<file path="src/rtl/addsub_sequencer.sv">
// addsub_sequencer: LOAD/ADD/SUB/CLR command sequencer driving an external 8-bit adder/subtractor.
// Define ADDSUB_SEQ_SATURATE_EN for unsigned saturation on the ADD/SUB result capture.
module addsub_sequencer (
    input  logic       clk,
    input  logic       rst,
    input  logic       cmd_valid,
    output logic       cmd_ready,
    input  logic [1:0] cmd_op,
    input  logic [7:0] cmd_data,
    output logic [7:0] as_a,
    output logic [7:0] as_b,
    output logic       as_op,
    input  logic [7:0] as_sum,
    input  logic       as_cout,
    output logic       res_valid,
    input  logic       res_ready,
    output logic [7:0] res_data,
    output logic       res_carry,
    output logic       res_zero,
    output logic       res_ovf
);
    typedef enum logic [1:0] {IDLE, EXEC, DONE} state_t;
    state_t     state_q;
    logic [7:0] acc_q, operand_q, acc_d;
    logic       op_q, carry_q, ovf_q, ovf_d;
    assign cmd_ready = (state_q == IDLE) && !rst;
    assign res_valid = (state_q == DONE);
    assign res_data  = acc_q;
    assign res_carry = carry_q;
    assign res_ovf   = ovf_q;
    assign res_zero  = (acc_q == 8'h00);
    assign as_a      = acc_q;
    assign as_b      = operand_q;
    assign as_op     = op_q;
    // SUB overflows when operand signs differ; ADD when they match; both need the result sign to flip.
    assign ovf_d = ((acc_q[7] ^ operand_q[7]) == op_q) && (as_sum[7] != acc_q[7]);
`ifdef ADDSUB_SEQ_SATURATE_EN
    assign acc_d = as_cout ? (op_q ? 8'h00 : 8'hFF) : as_sum;
`else
    assign acc_d = as_sum;
`endif
    always_ff @(posedge clk) begin
        if (rst) begin
            state_q   <= IDLE;
            acc_q     <= 8'h00;
            operand_q <= 8'h00;
            op_q      <= 1'b0;
            carry_q   <= 1'b0;
            ovf_q     <= 1'b0;
        end else begin
            case (state_q)
                IDLE: if (cmd_valid) begin
                    if (cmd_op[1] ^ cmd_op[0]) begin
                        operand_q <= cmd_data;
                        op_q      <= cmd_op[1];
                        state_q   <= EXEC;
                    end else begin
                        acc_q   <= cmd_op[1] ? 8'h00 : cmd_data;
                        carry_q <= 1'b0;
                        ovf_q   <= 1'b0;
                        state_q <= DONE;
                    end
                end
                EXEC: begin
                    acc_q   <= acc_d;
                    carry_q <= as_cout;
                    ovf_q   <= ovf_d;
                    state_q <= DONE;
                end
                DONE: if (res_ready) state_q <= IDLE;
                default: state_q <= IDLE;
            endcase
        end
    end
endmodule

</file>
<file path="config.mk">
export PLATFORM = sky130hd
export DESIGN_NAME = addsub_sequencer
export DESIGN_NICKNAME = d
export VERILOG_FILES = /design/src/rtl/addsub_sequencer.sv
export SDC_FILE = /design/constraint.sdc
export NUM_CORES = 1
export LEC_CHECK = 0
export ABC_CLOCK_PERIOD_IN_PS = 2400
export CAP_MARGIN = 20
export CORE_ASPECT_RATIO = 0.6
export CORE_UTILIZATION = 30
export DETAILED_ROUTE_END_ITERATION = 10
export HOLD_SLACK_MARGIN = 0.1
export PLACE_DENSITY = 0.61
export SLEW_MARGIN = 20
export SYNTH_ARGS = -nofsm -noshare
export SYNTH_HDL_FRONTEND = slang
export SYNTH_SLANG_ARGS = --single-unit
</file>
<file path="constraint.sdc">
create_clock -name clk -period 2.4 [get_ports clk]
set_input_delay 0.36 -clock clk [delete_from_list [all_inputs] [get_ports clk]]
set_output_delay 0.36 -clock clk [all_outputs]
set_load 0.05 [all_outputs]
</file>
==> results.py <==
metrics = {
    "sta": {
        "worst_pin_slew_ns": 0.624,
        "layout_min_cycle_time_ns": 2.12,
        "rsz0062_at_grt": "false",
        "setup_viol": 0,
        "fin_skew_ns": 0.00247,
        "slew_headroom_pct": 58.1,
        "fin_crit_sh_pct": 88.4,
        "final.setup.tns_ns": 0,
        "drv_slew": 0,
        "hold_viol_final": 0,
        "max_freq_mhz": 471,
    },
    "global_route": {
        "overflow": 0,
        "grt_pass1_wl_um": 4860,
        "grt_max_degree": 32,
        "busiest_layer": "met2",
        "grt_usage_pct": 16.0,
        "met1_usage_pct": 21.6,
        "grt_pass1_vias": 1003,
        "use_met2_pct": 25.1,
        "antenna_found_initial": 0,
        "grt_util_met3_pct": 4.30,
    },
    "clocking": {
        "cts_inserted_buffers": 3,
        "hold_buffers": 0,
        "cts-resized-gates": 0,
        "cts_tree": "done",
        "clock_sinks": 21,
        "htree_levels": 1,
        "clock_latency_ns": 0.26,
        "cts.clk_slew.worst_paths_ns": 0.08,
        "clockRootBuffer": "clkbuf_8",
        "post-cts-setup-buffers": 0,
        "clock_path_buffers": 2,
    },
    "pwr": {
        "powerDensity_nw_per_um2": 650,
        "internal_power_uw": 679,
        "p_leak_uw": 0.000601,
        "switching_power_uw": 423,
        "total_power_uw": 1100,
        "clkPwrFrac_pct": 21.0,
        "share_comb_of_total_power_pct": 42.4,
        "swShare_pct": 38.4,
        "seq_power_share_pct": 36.6,
        "ir_worst_vdd_uv": 245,
    },
    "cells_and_area": {
        "layout.nets": 183,
        "n_antenna_cell": 0,
        "drive_gt1_share_pct": 13.2,
        "areaGrowthSynthToFinish_pct": 51.0,
    },
    "die": {
        "die_x_um": 81.0,
        "initial_core_util_pct": 33.0,
        "num_io_pins": 53,
        "die_h_um": 49.4,
        "core_area_um2": 3400,
        "num_rows": 16,
        "dieArea_um2": 4000,
    },
    "min_path": {
        "hold_path_class": "reg2reg",
        "worstHoldStart": "as_b[2]",
    },
    "yosys": {
        "yosys_warnings": 0,
        "synth.distinct_cells": 25,
        "synth-edff-count": 0,
        "async_flop_share_pct": 0,
        "synth_top_flop_cell": "dfxtp_1",
        "yosysSeqAreaShare_pct": 37.4,
        "netlist_area_um2": 1120,
        "syn_inst": 114,
        "syn_nets": 137,
        "syn_avg_cell_area_um2": 9.86,
        "ys_seq_elements": 21,
    },
    "routing": {
        "ant_nets": 0,
        "totalWireLength_um": 3050,
        "via_count": 1000,
        "initialDrtViolationCount": 42,
        "dr.pass1.iters": 5,
        "route.detailed.drc": 0,
        "avgRoutedWirePerCell_um": 14.9,
        "viasPerCell": 4.90,
    },
    "setup_path": {
        "critical_path_peak_fanout": 6,
        "critPathRequiredTime_ns": 2.04,
        "cp.arrival_ns": 1.76,
        "end_kind": "output pin",
        "worstSetupStartpoint": "state_q[1]",
        "path_class": "reg2out",
        "critPathLaunchType": "flip-flop",
        "r2r-start": "state_q[0]",
    },
    "status": {
        "status": "completed",
    },
    "placement": {
        "port_buffers": 52,
        "gp_congestion": 0.791,
        "dpl.hpwl_um": 2320,
    },
    "flow_run": {
        "drv_cap": 0,
    },
}
## worst max-delay path: stages, from the launching register on
cell and delay [ns]:
dfxtp_1 0.44, nor2b_1 0.23, clkdlybuf4s50_1 0.84
## kinds of logic after synthesis
group / share of synthesized area, %
DFF: 37.4
xor gates and xnor gates: 1.56
and+or+nand+nor: 20.4
buffers and inverters: 9.58
AOI/OAI and AO/OA: 22.2
muxes: 8.91
## path summary, 6_finish.rpt
check | endpoint | slack (ns) | cells past startpoint
worst max-delay path | res_valid | 0.28 | 2
worst min-delay path | as_b[2] | 0.48 | 2
worst max register to register | state_q[1] | 0.84 | 5
worst min register to register | as_b[2] | 0.48 | 2
## synth_stat cells (2+ instances only)
cell type | number | share of area [%]
dfxtp_1 | 21 | 37
nand2b_1 | 21 | 12
mux2i_1 | 10 | 8.9
buf_4 | 9 | 6.0
a211oi_1 | 8 | 5.3
a211oi_2 | 8 | 8.9
a22oi_1 | 7 | 4.7
nor2b_1 | 6 | 3.3
clkbuf_1 | 5 | 1.7
nor2_1 | 2 | 0.67
or4_1 | 2 | 1.3
xnor2_1 | 2 | 1.6
## power by group through the flow
stage	sequential, µW	combinational [µW]	clock [µW]
after CTS	404	471	239
final	403	468	231
after global placement	410	465	0
after floorplan	499	233	0
after detailed placement	413	469	0
after global routing	409	490	257
## metal layers
layer  vias to the layer above  routed length (µm)
li1                        494                   -
met1                       467                1500
met2                        39                1410
met3                         0                 140
met4                         0                   0
met5                         -                   0
## cells in the final DEF (no fill, tap or decap), types with 2 or more instances in the layout
cell,count
a211oi_1,8
buf_4,7
xnor2_1,2
nor2b_1,6
clkbuf_8,3
or4_1,2
nand2b_1,21
nor2_1,2
a22oi_1,7
mux2i_1,10
clkdlybuf4s50_1,50
dfxtp_1,21
a211oi_2,8
## sequential cells by signal, indices dropped and copies added, names as in the netlist
register	count
as_a	8
as_b	8
state_q	2
as_op	1
res_carry	1
res_ovf	1
## area by class of cell
cell class / count / area, µm²
fill: 318 / 1710
tap: 45 / 56.3
timing repair buffer: 58 / 573
clock buffer: 4 / 45.0
multi-input combinational: 76 / 602
sequential: 21 / 420
## metrics by stage
| stage | hold slack (ns) | instance area (µm²) | worst slack [ns] | instances | utilization [%] |
|---|---|---|---|---|---|
| floorplan | 0.506 | 1120 | 0.323 | 114 | - |
| global placement | 0.459 | 1650 | 0.311 | 200 | 48.5 |
| detailed placement | 0.470 | 1650 | 0.240 | 200 | 48.5 |
| CTS | 0.482 | 1700 | 0.274 | 204 | 49.9 |
| global route | 0.515 | 1700 | 0.167 | 204 | 49.9 |
| finish | 0.477 | 1700 | 0.278 | 204 | 49.9 |
No activity file was read; power rests on OpenSTA's default activity.
